### config.mk
export PLATFORM = sky130hd
export DESIGN_NAME = basic_handshake_arbiter
export DESIGN_NICKNAME = d
export VERILOG_FILES = /design/src/rtl/basic_handshake_arbiter.sv
export SDC_FILE = /design/constraint.sdc
export NUM_CORES = 1
export LEC_CHECK = 0
export BUFFER_PORTS_ARGS = -buffer_cell sky130_fd_sc_hd__clkbuf_2
export CORE_ASPECT_RATIO = 0.7
export CORE_MARGIN = 1
export CORE_UTILIZATION = 50
export CTS_BUF_LIST = sky130_fd_sc_hd__clkbuf_8
export CTS_CLUSTER_SIZE = 30
export DETAILED_ROUTE_END_ITERATION = 10
export PLACE_DENSITY = 0.79
export RECOVER_POWER = 50
export SKIP_LAST_GASP = 1
export SYNTH_ARGS = -nofsm -noshare
export SYNTH_HDL_FRONTEND = slang
export SYNTH_SLANG_ARGS = --single-unit
### constraint.sdc
create_clock -name clk -period 4.8 [get_ports clk]
set_input_delay 0.72 -clock clk [delete_from_list [all_inputs] [get_ports clk]]
set_output_delay 0.72 -clock clk [all_outputs]
set_load 0.05 [all_outputs]
### src/rtl/basic_handshake_arbiter.sv
// rtl/basic_handshake_arbiter.sv - round-robin requester arbiter driving a valid/busy completer handshake
// Optional SEND watchdog is compiled in when BASIC_HS_ARB_TIMEOUT_EN is defined.
module basic_handshake_arbiter #(
    parameter int NUM_REQ     = 4,
    parameter int DW          = 4,
    parameter int TIMEOUT_CYC = 8
) (
    input  logic                  clk,
    input  logic                  rstn,
    input  logic [NUM_REQ-1:0]    req,
    input  logic [NUM_REQ*DW-1:0] req_data,
    output logic [NUM_REQ-1:0]    gnt,
    output logic [NUM_REQ-1:0]    done,
    output logic                  valid,
    output logic [DW-1:0]         data_out,
    input  logic                  busy,
    output logic                  err
);
    localparam int PW = $clog2(NUM_REQ);

    typedef enum logic [1:0] {IDLE, SEND, DRAIN, DONE} state_t;

    state_t             state, state_nxt;
    logic [PW-1:0]      ptr, ptr_nxt, winner, winner_nxt, pick;
    logic               found;
    logic [NUM_REQ-1:0] gnt_nxt, done_nxt, pick_oh;
    logic               valid_nxt;
    logic [DW-1:0]      data_nxt, pick_data;

`ifdef BASIC_HS_ARB_TIMEOUT_EN
    localparam int CW = $clog2(TIMEOUT_CYC + 1);
    logic [CW-1:0] cnt, cnt_nxt;
    logic          err_nxt;
`endif

    // First asserted request at or after ptr, wrapping NUM_REQ-1 -> 0.
    always_comb begin
        logic [PW:0] idx;
        found = 1'b0;
        pick  = '0;
        idx   = '0;
        for (int k = 0; k < NUM_REQ; k++) begin
            idx = {1'b0, ptr} + (PW+1)'(k);
            if (idx >= (PW+1)'(NUM_REQ)) begin
                idx = idx - (PW+1)'(NUM_REQ);
            end
            if (!found && req[idx[PW-1:0]]) begin
                found = 1'b1;
                pick  = idx[PW-1:0];
            end
        end
    end

    always_comb begin
        pick_oh   = '0;
        pick_data = '0;
        for (int i = 0; i < NUM_REQ; i++) begin
            if (pick == PW'(i)) begin
                pick_oh[i] = 1'b1;
                pick_data  = req_data[i*DW +: DW];
            end
        end
    end

    always_comb begin
        state_nxt  = state;
        ptr_nxt    = ptr;
        winner_nxt = winner;
        gnt_nxt    = gnt;
        done_nxt   = '0;
        valid_nxt  = valid;
        data_nxt   = data_out;
`ifdef BASIC_HS_ARB_TIMEOUT_EN
        cnt_nxt    = cnt;
        err_nxt    = 1'b0;
`endif
        case (state)
            IDLE: begin
                gnt_nxt   = '0;
                valid_nxt = 1'b0;
                data_nxt  = '0;
`ifdef BASIC_HS_ARB_TIMEOUT_EN
                cnt_nxt   = '0;
`endif
                if (found) begin
                    winner_nxt = pick;
                    gnt_nxt    = pick_oh;
                    valid_nxt  = 1'b1;
                    data_nxt   = pick_data;
                    state_nxt  = SEND;
                end
            end
            SEND: begin
                if (busy) begin
                    valid_nxt = 1'b0;
                    data_nxt  = '0;
                    state_nxt = DRAIN;
                end
`ifdef BASIC_HS_ARB_TIMEOUT_EN
                else if (cnt == CW'(TIMEOUT_CYC - 1)) begin
                    // Abort is reported as err plus a done pulse so the requester still releases.
                    valid_nxt = 1'b0;
                    data_nxt  = '0;
                    err_nxt   = 1'b1;
                    done_nxt  = gnt;
                    state_nxt = DONE;
                end else begin
                    cnt_nxt = cnt + 1'b1;
                end
`endif
            end
            DRAIN: begin
                if (!busy) begin
                    done_nxt  = gnt;
                    state_nxt = DONE;
                end
            end
            DONE: begin
                gnt_nxt   = '0;
                ptr_nxt   = (winner == PW'(NUM_REQ - 1)) ? '0 : winner + 1'b1;
                state_nxt = IDLE;
            end
            default: state_nxt = IDLE;
        endcase
    end

    always_ff @(posedge clk or negedge rstn) begin
        if (!rstn) begin
            state    <= IDLE;
            ptr      <= '0;
            winner   <= '0;
            gnt      <= '0;
            done     <= '0;
            valid    <= 1'b0;
            data_out <= '0;
        end else begin
            state    <= state_nxt;
            ptr      <= ptr_nxt;
            winner   <= winner_nxt;
            gnt      <= gnt_nxt;
            done     <= done_nxt;
            valid    <= valid_nxt;
            data_out <= data_nxt;
        end
    end

`ifdef BASIC_HS_ARB_TIMEOUT_EN
    always_ff @(posedge clk or negedge rstn) begin
        if (!rstn) begin
            cnt <= '0;
            err <= 1'b0;
        end else begin
            cnt <= cnt_nxt;
            err <= err_nxt;
        end
    end
`else
    logic unused_timeout;
    assign unused_timeout = ^TIMEOUT_CYC;
    assign err            = 1'b0;
`endif

endmodule

Word-level counts from Yosys, hierarchy flattened

Cells that the tools add are included.

Add/subtract/negate cells: 8
Multipliers: 0
Div/mod/pow operators: 0
$lt $le $gt $ge: 8
Equal/unequal tests: 10
Shift-type cells: 0
Mux-type cells: 43
Bitwise gates (word level): 0
Reduce and logical (&&, ||, !) cells: 13

Operators with widths:

| operator              | count |
|---|---|
| $mux W4               | 9 |
| $mux W2               | 12 |
| $pmux W4 S2           | 2 |
| $mux W1               | 14 |
| $lt A2 B3 Y1 const B  | 4 |
| $eq A2 B2 Y1 const B  | 5 |
| $ge A3 B3 Y1 const B  | 3 |
| $bmux W1 S2           | 4 |
| $pmux W2 S4           | 1 |
| $sub A2 B1 Y2 const B | 4 |
| $add A2 B2 Y3 const B | 2 |
| $ne A2 B2 Y1 const B  | 3 |
| $eq A2 B1 Y1 const B  | 2 |
| $logic_not A2 Y1      | 2 |
| $reduce_and A2 Y1     | 2 |
| $reduce_bool A2 Y1    | 2 |
| $add A2 B1 Y3 const B | 1 |
| $ge A2 B3 Y1 const B  | 1 |
| $logic_and A1 B1 Y1   | 3 |
| $logic_not A1 Y1      | 3 |
| $reduce_and A3 Y1     | 1 |
| $add A2 B1 Y2 const B | 1 |
| $pmux W1 S2           | 1 |

Register bits after elaboration: 19
Bits in latches: 0
Bits in writable memories: 0
ROM bits: 0
Input bits: 23
Output and inout port bits: 14
Logic and storage cells: 89
Memories: 0

Logic depth before layout (Yosys ltp)

Word-level depth: 21
Mapped depth: 6
Mapped depth without buffers: 6

Worst setup path before layout

Ideal clock, no wire load.

Kind: input to register
Start: input port req[2]
End: register data_out[0]
Library setup time: 128 ps
Data arrival time: 1622 ps
Data required time: 4672 ps
Setup slack: 3050 ps
Stages: 5
Buffers on the path: 0
Cell sequence: mux2i_1 > nor2_2 > nor3_4 > mux2i_1 > o211ai_2

Word-level cells in the longest chain between the ends: 19
Elaborated cells between the ends (all ways): 32
Those cells by class: eq/ne: 3; mux: 22; reduce/logical: 7

RTL lines:

| item                          | RTL line | text |
|---|---|---|
| from (decl)                   | 10       | `input logic [NUM_REQ-1:0] req,` |
| $bmux W1 S2                   | 47       | `if (!found && req[idx[PW-1:0]]) begin` |
| $mux W1 (not written as such) | 47       |  |
| $mux W1                       | 47       |  |
| $logic_not A1 Y1              | 47       |  |
| $logic_and A1 B1 Y1           | 47       |  |
| $mux W1                       | 47       |  |
| $logic_not A1 Y1              | 47       |  |
| $logic_and A1 B1 Y1           | 47       |  |
| $mux W1                       | 47       |  |
| $logic_not A1 Y1              | 47       |  |
| $logic_and A1 B1 Y1           | 47       |  |
| $mux W2                       | 47       |  |
| $logic_not A2 Y1              | 58       | `if (pick == PW'(i)) begin` |
| $mux W4 (4 in series)         | 58       |  |
| $mux W4 *                     | 85       | `if (found) begin` |
| $pmux W4 S2 *                 | 77       | `case (state)` |
| to (signal assigned)          | 143      | `data_out <= data_nxt;` |
| to (decl)                     | 15       | `output logic [DW-1:0] data_out,` |

Mark *: on every way between the ends. The rest lies on a longest branch, timed or not. The select of a mux whose other input is x is not followed.
A chain may end at the register's enable or synchronous reset.

Worst setup path after layout

Start: input port req[2]
End: register data_out[2]

The elaborated chain is that of the path after synthesis.

==> results.md <==
CTS:
- Counting the buffers created by CTS gives 3.
- Post-CTS repair changed the size of 0 cells.
- In this run the post-CTS setup repair buffer count came out at 0.
- The count of clock tree sinks is 19.
- The count of hold buffers inserted by post-cts repair is 0.
- The root buffer selected by CTS is sky130_fd_sc_hd__clkbuf_8.
- The maximum buffer depth of the clock tree is 2.
- The later-pin clock latency in the skew report is 0.25 ns.
- Clock-pin slew was measured on the worst setup and hold paths at 0.07 ns.
- The TritonCTS clock tree is built.
- In this run the number of H-tree levels came out at 1.

Route:
- After detailed routing, the wire length on met1 is 1.07 mm.
- The first detailed-routing pass took 4 iterations.
- The final wirelength is 2.21 mm.
- The routed design uses 107 microns of met3 wire.
- In the final routed layout, each cell accounts on average for 12.8 microns.
- The remaining routing DRC violations is 0.
- The count of nets left with antenna violations once routing finished came out at 0.
- The top layer reached by signal wires is met4.
- The initial DRC count is 29.
- The via count is 916.
- After detailed routing, the met2 layer carries 1.02 mm of wire.
- After detailed routing, the number of vias per cell comes to 5.33.

Timing:
- Headroom to the max-slew limit came out at 0.349.
- The final-report setup violation count is 0.
- The post-route clock skew is 0.00352 ns.
- For the finished layout, the period the worst path requires is 1.78 ns.
- The max-slew violation count is 0.
- At the pin with the least slew margin, the transition time is 0.976 ns.
- Setup repair after global routing left no endpoint under its margin.
- Of the available clock period, the critical path in the final layout requires 0.371.
- Derived from the worst setup path, the maximum achievable clock frequency is 562 MHz.
- Setup total negative slack on the finished layout was measured at 0 ns.
- The total count of hold-check failures in the final report was 0.

Logic synthesis:
- In the synthesized netlist, the cells that appear most often are sky130_fd_sc_hd__dfrtp_1 (19), sky130_fd_sc_hd__nand2_1 (15), sky130_fd_sc_hd__o31ai_1 (8).
- Counting flops with a built-in enable in the synthesized netlist gives 0.
- Among all cell types in the netlist, the one instantiated most often is sky130_fd_sc_hd__dfrtp_1.
- The cell count after synthesis came out at 106.
- The portion of synthesized cell area occupied by the leading cell type is 0.427.
- In this run, synthesis produced a sequential element count of 19.
- The most common flop cell mapped by yosys is sky130_fd_sc_hd__dfrtp_1.
- After synthesis, the share of flip-flops with an asynchronous set or reset is 1.00.
- Summing every instance area after synthesis gives 1110 sq um.
- A synthesized cell averages 10.5 sq um.
- For this run, the number of Yosys warnings is 0.
- The sequential share of the synthesized area is 0.427.
- The synthesized netlist net count is 134.
- The library cell occupying the most area in the post-synthesis netlist is sky130_fd_sc_hd__dfrtp_1.
- By area the synthesized netlist is led by sky130_fd_sc_hd__dfrtp_1 (43%), sky130_fd_sc_hd__ha_1 (5.6%), sky130_fd_sc_hd__mux2i_1 (5.4%), sky130_fd_sc_hd__o31ai_1 (5.4%), sky130_fd_sc_hd__nand2_1 (5.1%).
- After synthesis, the netlist uses 35 different library cells.

Place:
- Detailed placement ended at an HPWL of 1.77 mm.
- The placed instance area is 1310 sq um.
- The number of port buffers is 35.
- The final weighted congestion of routability-driven global placement is 0.788.
- In this run, placement finished with an instance count of 168.

Finish:
- The summed area of non-filler cells in the final layout is 1350 sq um.
- The count of nets after finishing is 171.
- The layout overhead on the synthesized area is 21.7%.
- The layout cell share with drive strength beyond 1 is 0.387.
- Excluding fillers, the count of instances in the completed layout stands at 172.
- The share of the core filled with cells in the final layout is 0.688.
- The repair_antennas step left the layout with diodes totalling 0.

Global route:
- The maximum number of pins on one net before global-route repair is 20.
- The first-pass GRT wire length is 3.55 mm.
- The total routing resource utilization after global routing is 0.192.
- The number of global-route vias before repair is 813.
- After global routing the overflow that remains totals 0.
- The initial antenna violation count is 0.

Critical path:
- STA classifies the critical path endpoint as a flop.
- The data arrival at the endpoint of the critical path is 1.91 ns.
- The worst setup path is launched from an input port.
- The worst setup path is of the in2reg kind.
- The maximum fanout along the worst path is 7.
- Data on the critical path is required at its endpoint by 4.94 ns.

Die:
- For this configuration, the core starts out at a cell density of 0.565.
- The die is 41.5 microns tall.
- The count of pins on the block boundary is 37.
- The die covers 2420 sq um.
- From left edge to right edge, the die measures 58.4 microns.
- The floorplan has 13 rows.
- The core region is 1970 sq um.

Pwr:
- The overall power of the completed layout is 0.000870 W.
- The maximum resistive drop on vdd is 0.303 mV.
- The power per cell area is 643 nW/um^2.
- For this design the static power due to leakage is 0.674 nW.

Worst hold path:
- The tightest min-delay check is of the reg2reg type.

Flow run:
- The tool flagged a number of max-cap violations equal to 0.

Outcome:
- The run finished with clean final reports.
cell usage in the layout, fill, tap and decap left out, types with 3 or more instances in the layout:
cell	instances
sky130_fd_sc_hd__a211o_1	4
sky130_fd_sc_hd__clkbuf_2	34
sky130_fd_sc_hd__nand4_1	4
sky130_fd_sc_hd__nand2_1	15
sky130_fd_sc_hd__mux2i_1	6
sky130_fd_sc_hd__o21ai_0	4
sky130_fd_sc_hd__o31ai_1	8
sky130_fd_sc_hd__clkbuf_8	3
sky130_fd_sc_hd__inv_1	3
sky130_fd_sc_hd__o211ai_2	4
sky130_fd_sc_hd__ha_1	5
sky130_fd_sc_hd__dfrtp_1	19
flip-flops by register name, summed over array words and instances, names as in the netlist:
| signal | flops |
|---|---|
| ptr | 2 |
| gnt | 4 |
| done | 4 |
| valid | 1 |
| data_out | 4 |
| winner | 2 |
| state | 2 |
final timing paths:
kind,start,endpoint,slack [ns],cells past startpoint
max reg2reg,ptr[1],data_out[2],3.07,5
min in group asynchronous,rstn,ptr[1],0.59,1
min,valid,valid,0.48,2
max in group asynchronous,rstn,data_out[0],3.61,1
min reg2reg,valid,valid,0.48,2
max,req[2],data_out[2],3.02,6
where the power goes:
| part | leakage [nW] | internal [W] | switching, W |
|---|---|---|---|
| clock | 0.0255 | 0.0000577 | 0.0000525 |
| combinational | 0.404 | 0.000169 | 0.000325 |
| sequential | 0.245 | 0.000222 | 0.0000443 |
| total | 0.674 | 0.000448 | 0.000422 |
critical path, stage by stage:
cell and delay [ns]:
sky130_fd_sc_hd__clkbuf_2 0.12, sky130_fd_sc_hd__mux2i_1 0.21, sky130_fd_sc_hd__nor2_2 0.11, sky130_fd_sc_hd__nor3_4 0.40
sky130_fd_sc_hd__mux2i_1 0.27, sky130_fd_sc_hd__o211ai_2 0.09
layout make-up:
cell class | instances | area (sq um)
Clock inverter | 1 | 5.00
Fill cell | 161 | 614
Sequential cell | 19 | 475
Timing Repair Buffer | 35 | 174
Multi-Input combinational cell | 81 | 609
Inverter | 3 | 11.3
Tap cell | 30 | 37.5
Clock buffer | 3 | 41.3
through the flow:
stage | hold slack, ns | worst slack (ns)
final | 0.480 | 3.02
after global routing | 0.510 | 2.92
after CTS | 0.411 | 3.03
after detailed placement | 0.469 | 2.76
after global placement | 0.458 | 2.83
after floorplan | 0.424 | 3.05
kinds of logic (layout without fill, tap and decap cells):
kind of cell	count (synthesis)	in the layout	share of synthesized area
flops	19	19	0.427
buf+inv	6	42	0.0247
other cells	1	1	0.00337
compound gates	29	29	0.213
fa+ha+maj	5	5	0.0562
mux	8	8	0.0742
simple gates	38	38	0.201
layer usage:
| layer | vias up | GRT usage |
|---|---|---|
| met5 | - | 0 |
| met4 | 0 | 0.0429 |
| met3 | 2 | 0.0561 |
| met2 | 28 | 0.301 |
| met1 | 431 | 0.264 |
| li1 | 455 | - |
No activity file was read; power rests on OpenSTA's default activity.
